### src/rtl/hilo_mac_unit_pkg.sv
// hilo_mac_unit_pkg: shared widths, op and state encodings for the HI/LO MAC engine.
// Also provides the operand magnitude helper used when latching signed operands.
package hilo_mac_unit_pkg;

    localparam int RegBus       = 32;
    localparam int DoubleRegBus = 64;

    // 2'b11 is not named: it falls through to MULT behaviour.
    localparam logic [1:0] MacMult = 2'b00;
    localparam logic [1:0] MacMadd = 2'b01;
    localparam logic [1:0] MacMsub = 2'b10;

    typedef enum logic [2:0] {
        IDLE   = 3'd0,
        MUL_LO = 3'd1,
        MUL_HI = 3'd2,
        ACC    = 3'd3,
        DONE   = 3'd4
    } mac_state_e;

    // 0x80000000 negates to itself, which is the correct unsigned magnitude.
    function automatic logic [RegBus-1:0] mag32(
        input logic [RegBus-1:0] v,
        input logic              sgn
    );
        return (sgn && v[RegBus-1]) ? (~v + 32'd1) : v;
    endfunction

endpackage

### src/rtl/hilo_mac_unit_mul32x16.sv
// mul32x16: unsigned 32x16 -> 48-bit combinational partial product.
// Ports: a (32), b (16) in; p (48) out.
module mul32x16 (
    input  logic [31:0] a,
    input  logic [15:0] b,
    output logic [47:0] p
);

    assign p = {16'b0, a} * {32'b0, b};

endmodule

### src/rtl/hilo_mac_unit.sv
// hilo_mac_unit: multi-cycle MULT/MADD/MSUB engine for EX, stalls ctrl while busy.
// Ports: clk, rst (async low), start/annul/hold, op, signed, operands, hilo in; result, ready, stallreq out.
module hilo_mac_unit
    import hilo_mac_unit_pkg::*;
(
    input  logic                    clk,
    input  logic                    rst,
    input  logic                    start_i,
    input  logic                    annul_i,
    input  logic                    hold_i,
    input  logic [1:0]              op_i,
    input  logic                    signed_i,
    input  logic [RegBus-1:0]       opdata1_i,
    input  logic [RegBus-1:0]       opdata2_i,
    input  logic [DoubleRegBus-1:0] hilo_i,
    output logic [DoubleRegBus-1:0] result_o,
    output logic                    ready_o,
    output logic                    stallreq_o
);

    mac_state_e state_q, state_d;

    logic [RegBus-1:0]       a_q, b_q;
    logic                    neg_q;
    logic [1:0]              op_q;
    logic [DoubleRegBus-1:0] hilo_q, acc_q, result_q;
    logic                    ready_q;

    logic                    start_ok;
    logic [15:0]             b_half;
    logic [47:0]             pp;
    logic [DoubleRegBus-1:0] prod, sum;

    assign start_ok = start_i & ~annul_i;

    // One multiplier serves both halves; the state picks the multiplier slice.
    assign b_half = (state_q == MUL_HI) ? b_q[31:16] : b_q[15:0];

    mul32x16 u_mul (
        .a (a_q),
        .b (b_half),
        .p (pp)
    );

    assign prod = neg_q ? (~acc_q + 64'd1) : acc_q;

    always_comb begin
        sum = prod;
        case (op_q)
            MacMadd: sum = hilo_q + prod;
            MacMsub: sum = hilo_q - prod;
            default: sum = prod;
        endcase
    end

    always_ff @(posedge clk or negedge rst) begin
        if (!rst) state_q <= IDLE;
        else      state_q <= state_d;
    end

    always_comb begin
        state_d = state_q;
        if (state_q != IDLE && annul_i) begin
            state_d = IDLE;
        end else begin
            unique case (state_q)
                IDLE:    if (start_ok) state_d = MUL_LO;
                MUL_LO:  state_d = MUL_HI;
                MUL_HI:  state_d = ACC;
                ACC:     state_d = DONE;
                DONE:    if (!hold_i) state_d = IDLE;
                default: state_d = IDLE;
            endcase
        end
    end

    always_ff @(posedge clk or negedge rst) begin
        if (!rst) begin
            a_q      <= '0;
            b_q      <= '0;
            neg_q    <= 1'b0;
            op_q     <= MacMult;
            hilo_q   <= '0;
            acc_q    <= '0;
            result_q <= '0;
            ready_q  <= 1'b0;
        end else if (state_q != IDLE && annul_i) begin
            result_q <= '0;
            ready_q  <= 1'b0;
        end else begin
            unique case (state_q)
                IDLE: begin
                    if (start_ok) begin
                        a_q    <= mag32(opdata1_i, signed_i);
                        b_q    <= mag32(opdata2_i, signed_i);
                        neg_q  <= signed_i & (opdata1_i[31] ^ opdata2_i[31]);
                        op_q   <= op_i;
                        hilo_q <= hilo_i;
                    end
                end
                MUL_LO: acc_q <= {16'b0, pp};
                MUL_HI: acc_q <= acc_q + ({16'b0, pp} << 16);
                ACC: begin
                    result_q <= sum;
                    ready_q  <= 1'b1;
                end
                DONE:    if (!hold_i) ready_q <= 1'b0;
                default: ready_q <= 1'b0;
            endcase
        end
    end

    assign result_o = result_q;
    assign ready_o  = ready_q;

    // Gated by rst so the request drops immediately during reset.
    assign stallreq_o = rst & ((state_q == IDLE && start_ok) ||
                               state_q == MUL_LO ||
                               state_q == MUL_HI ||
                               state_q == ACC);

endmodule

### config.mk
export PLATFORM = sky130hd
export DESIGN_NAME = hilo_mac_unit
export DESIGN_NICKNAME = d
export VERILOG_FILES = /design/src/rtl/hilo_mac_unit_pkg.sv /design/src/rtl/hilo_mac_unit_mul32x16.sv /design/src/rtl/hilo_mac_unit.sv
export SDC_FILE = /design/constraint.sdc
export NUM_CORES = 2
export LEC_CHECK = 0
export BUFFER_PORTS_ARGS = -buffer_cell sky130_fd_sc_hd__buf_2
export CAP_MARGIN = 20
export CORE_UTILIZATION = 28
export CTS_BUF_LIST = sky130_fd_sc_hd__clkbuf_4 sky130_fd_sc_hd__clkbuf_8
export CTS_CLUSTER_DIAMETER = 80
export DETAILED_ROUTE_END_ITERATION = 12
export SYNTH_ARGS = -nofsm -noshare
export SYNTH_HDL_FRONTEND = slang
export SYNTH_SLANG_ARGS = --single-unit
export TNS_END_PERCENT = 20
### constraint.sdc
create_clock -name clk -period 25.8 [get_ports clk]
set_clock_uncertainty 0.15 [all_clocks]
set_input_delay 2.58 -clock clk [delete_from_list [all_inputs] [get_ports clk]]
set_output_delay 2.58 -clock clk [all_outputs]
set_load 0.01 [all_outputs]
# == After elaboration in Yosys (flattened, before gate mapping) ==
# Index checks and enable logic that the tools add are counted.
# W data, S select, Z words.
# word_totals
regBits,263
in_bits,136
wordCells,65
# op_classes
n_addsub,6
multipliers,1
n_eq_ne,9
mux,15
n_bitwise,9
reduce_logical,16
# op_table
op,n
$pmux W64 S2,2
$mux W64,3
$add A64 B64 Y64,2
$add A32 B1 Y32 const B,2
$add A64 B1 Y64 const B,1
$mux W32,2
$not A32 Y32,2
$not A64 Y64,1
$sub A64 B64 Y64,1
$mul A32 B16 Y48,1
$mux W16,1
$pmux W3 S5,1
$mux W3,3
$eq A3 B2 Y1 const B,2
$ne A3 B3 Y1 const B,2
$reduce_and A2 Y1,3
$logic_and A1 B1 Y1,4
$reduce_bool A2 Y1,2
$and A1 B1 Y1,3
$eq A3 B1 Y1 const B,1
$eq A3 B3 Y1 const B,1
$logic_not A3 Y1,1
$logic_or A1 B1 Y1,3
$pmux W1 S3,1
other kinds (9),11

# == Depth between registers and ports, before layout ==
# logic_depth
depth_word,7
mapped_depth,45
ltp_nobuf,41

# == Modules after synthesis ==
# From an unflattened synthesis, not the netlist that was laid out.
# hier_totals
cells_unflattened,4326
hier_area_um2,36927.9
# modules_own_cells
mod,instances,cells_each,area_per_inst_um2
hilo_mac_unit,1,2466,20727.4
mul32x16,1,1860,16200.5

# == Worst setup path after synthesis ==
# OpenSTA, ideal clock, no wires.
# synth_timing
kind,flip-flop to flip-flop
from,register state_q[2]
to,register acc_q[56]
setup_ns,0.126
arrival_time_ns,9.074
required_ns,25.524
slack_ns,16.450
path_stages_with_launch,38
synth_period_minus_slack_ns,9.350
cell_sequence,dfrtp_1 clkbuf_1 nor2_1 and2_1 clkbuf_1 buf_1 nand2_1 nand2_1 clkbuf_1 nand2_1 fa_1 inv_1 fa_1 fa_1 fa_1 fa_1 inv_1 fa_1 [2 not listed] a21o_1 a21o_1 a21o_1 a21o_1 a21oi_1 a31o_2 o21bai_1 a21o_1 a21oi_1 xnor2_1 ha_1 nand3_1 or4_1 o21ba_2 o21ai_0 nand2_1 mux2i_1 a221o_1
# synth_between
elab_chain_len,5
# synth_lines
item,line_no,text
from (decl),hilo_mac_unit.sv:21,"mac_state_e state_q, state_d;"
from (signal assigned),hilo_mac_unit.sv:58,else state_q <= state_d;
$eq A3 B2 Y1,"hilo_mac_unit.sv:37, hilo_mac_unit.sv:91",
$mux W16,hilo_mac_unit.sv:37,assign b_half = (state_q == MUL_HI) ? b_q[31:16] : b_q[15:0];
$mul A32 B16 Y48,hilo_mac_unit_mul32x16.sv:9,"assign p = {16'b0, a} * {32'b0, b};"
$add A64 B64 Y64,hilo_mac_unit.sv:102,"MUL_HI: acc_q <= acc_q + ({16'b0, pp} << 16);"
$pmux W64 S2,hilo_mac_unit.sv:91,unique case (state_q)
to (signal assigned),hilo_mac_unit.sv:101,"MUL_LO: acc_q <= {16'b0, pp};"
to (signal assigned),hilo_mac_unit.sv:102,
to (decl),hilo_mac_unit.sv:26,"logic [DoubleRegBus-1:0] hilo_q, acc_q, result_q;"
# Several ways; a longest one is shown, not always the timed one.
# A chain may end at the register's enable or synchronous reset.

# == Worst setup path after layout ==
# Ends and elaborated chain as after synthesis.

==> run metrics <==
drt drc 0; Seq/Total Area, Yosys 0.175; non-filler cells in the finished layout 6337; EDFF count, synth 0; GPL Wtd Cong 0.885; Vias 31600; Area after DPL 0.0401 mm2; Reg clk slew, reported paths 0.06 ns; worst-skew pair later-pin latency 0.67 ns; Final Hold Fails 0; critical path class flop to flop; Cells after Synth 4485; Placed Cells incl. Taps 6243; worst endpoint data arrival time 11.01 ns; die area 0.136 mm2; wire per inst 18.2 um; crit path launch type flop; Post-synth ARST share 1.00; Ys Warns 0; mean number of vias per cell 4.99; Yosys reg bits 263; Slew Limit Fails 0; CP max stage delay 0.60 ns; Root Buffer clkbuf_8; CTS resizes 0; GRT Total Usage 0.168; fmax 0.0940 GHz; Final #Nets 5321; WL final 115 mm; first-pass GRT wire length 181 mm; largest net degree at the start of global routing 99; GR met3 Demand/Resource 0.0244; final worst path period share 0.412; syn nets 5276; CORE AREA 0.133 mm2; global routing's busiest layer met2; # setup viols final 0; Port Buffers 201; post-CTS setup buffers 0; Worst Tran Pin Value 0.878 ns; routing usage on met2 0.265; Final Cell Area 0.0414 mm2; CTS tree built; Setup WS post-layout 15.17 ns; initial DRC count 2176; Hold Buf Count CTS 0; worst r2r src state_q[2]; R2R Setup Slk 15.17 ns; CP dominant cell by count fa_1; Ports 202; Antenna Nets Post-Route 0; Critical Path Slowest Stage Cell o21ai_0; dominant synthesized flop cell dfrtp_1; Max FO, Critical Path 63; min-delay src b_q[11]; Post-Syn Area 0.0376 mm2; 1st-pass router iterations 5; CTS Buffer Depth 3; CTS H-tree depth 2; endpoint type of the worst setup path flop; hpwl dp 90.8 mm; Initial Util 0.282; Post-Syn Area per Cell 8.38 um2; Min-Delay Path Class flop to flop; slew margin rel. 0.415; Unique masters post-synth 90; setup TNS 0 ns; row cnt 134; WP data required 26.18 ns; area grow syn2layout 10.3%; vias in the first global route 30900; gr ovfl total 0; Setup crit start state_q[2]; GR Util met1 0.244; antenna violations before repair 13; RSZ-0062 raised after global routing no; fin crit period 10.63 ns; Clock Sinks 263; dpl ws 15.04 ns; Die W 368 um; Die Ht 368 um; Max Cap Viol 0; CTS Buf Count 49; status finished clean; layout cells sized above 1 0.101
==> worst max-delay path, delay by kind of cell, from the launching register on <==
kind	cells	cell delay (ns)
AO/OA/AOI/OAI	11	3.79
adder cells (fa/ha/maj)	8	3.77
buffers and inverters	5	1.12
AND/OR/NAND/NOR	8	1.04
flip-flops	1	0.46
multiplexers	1	0.08
==> area by class of cell <==
cell class	instances	area, um2
Multi-Input combinational cell	3448	28100
Clock buffer	69	900
Tap cell	1768	2210
Antenna cell	5	12.5
Sequential cell	263	6580
Inverter	530	1990
Fill cell	14100	91800
Timing Repair Buffer	238	1370
Clock inverter	16	282
==> metal layers <==
layer	vias to the layer above	wire length [um]
met1	15500	54100
met3	122	8090
li1	15000	-
met4	2	1660
met5	-	13
met2	1079	51400
==> final timing paths <==
path,endpoint,depth (start not counted)
setup reg to reg,acc_q[56],33
min in group asynchronous,result_o[59],1
hold reg to reg,b_q[11],2
max in group asynchronous,result_o[10],3
hold / removal,b_q[11],2
setup / recovery,acc_q[56],33
==> cell usage in the layout (no fill, tap or decap), types with 21 or more instances in the layout <==
master    count
or3_1        26
xnor2_1     171
a21o_1       85
nand4_1      38
nand2_1     718
o21bai_1     36
clkbuf_8     61
fa_1        420
buf_4        33
mux2_2       74
ha_1        234
nand2b_1     31
buf_2       200
nor2_1      201
inv_1       528
a22o_1       21
nor2b_1      23
xor2_1      159
o21ai_0     272
a21oi_1     236
dfrtp_1     262
a211oi_1     27
nor3_1       47
nor4_1       28
and2_1      191
o31ai_1      36
a31oi_1      44
nand3_1      46
==> per-stage QoR <==
step | util | hold WS (ns)
2_1_floorplan | - | 0.300
3_3_place_gp | 0.301 | 0.314
3_5_place_dp | 0.301 | 0.320
4_1_cts | 0.310 | 0.332
5_1_grt | 0.311 | 0.354
6_report | 0.311 | 0.327
==> cells by family (layout without fill, tap and decap cells) <==
kind of cell	count (synthesis)	count (layout)	synth area share
xor gates and xnor gates	330	330	0.0769
other	0	5	0
muxes	92	92	0.0270
AOI/OAI and AO/OA	913	913	0.155
adders and majority gates	655	655	0.302
DFF	263	263	0.175
and+or+nand+nor	1458	1458	0.185
buffers and inverters	774	853	0.0787
==> registers in the layout, indices dropped and copies added, names as in the netlist <==
register and cells:
acc_q 64, hilo_q 64, result_o 64, a_q 32
b_q 32, state_q 3, op_q 2, neg_q 1
ready_o 1
==> cell usage after synthesis, types with 7 or more instances <==
cell      instances  area [um2]
nand2_1         720        2700
inv_1           528        1980
fa_1            420        8410
o21ai_0         272        1360
dfrtp_1         263        6580
a21oi_1         236        1180
ha_1            235        2940
clkbuf_1        207         777
nor2_1          201         754
and2_1          191        1190
xnor2_1         171        1500
xor2_1          159        1390
a21o_1           85         638
mux2_2           74         833
nor3_1           48         240
nand3_1          47         235
a31oi_1          44         275
nand4_1          38         238
o21bai_1         36         270
o31ai_1          36         270
nand2b_1         31         194
nor4_1           28         175
a211oi_1         27         203
or3_1            26         163
nor2b_1          23         144
buf_1            22        82.6
a22o_1           21         184
or4_1            20         150
or2_2            19         119
mux2i_1          18         180
and3_1           15        93.8
o41ai_1          15         131
o221ai_1         14         123
o21a_1           13        97.6
o211ai_1         12        90.1
a41oi_1           9        78.8
buf_2             9        45.0
a221o_1           7        70.1
a32oi_1           7        61.3
and4_1            7        61.3
nand4b_1          7        61.3
Power is not shown: default switching activity piles up to over one toggle a cycle in this logic, so the estimate is an artifact.
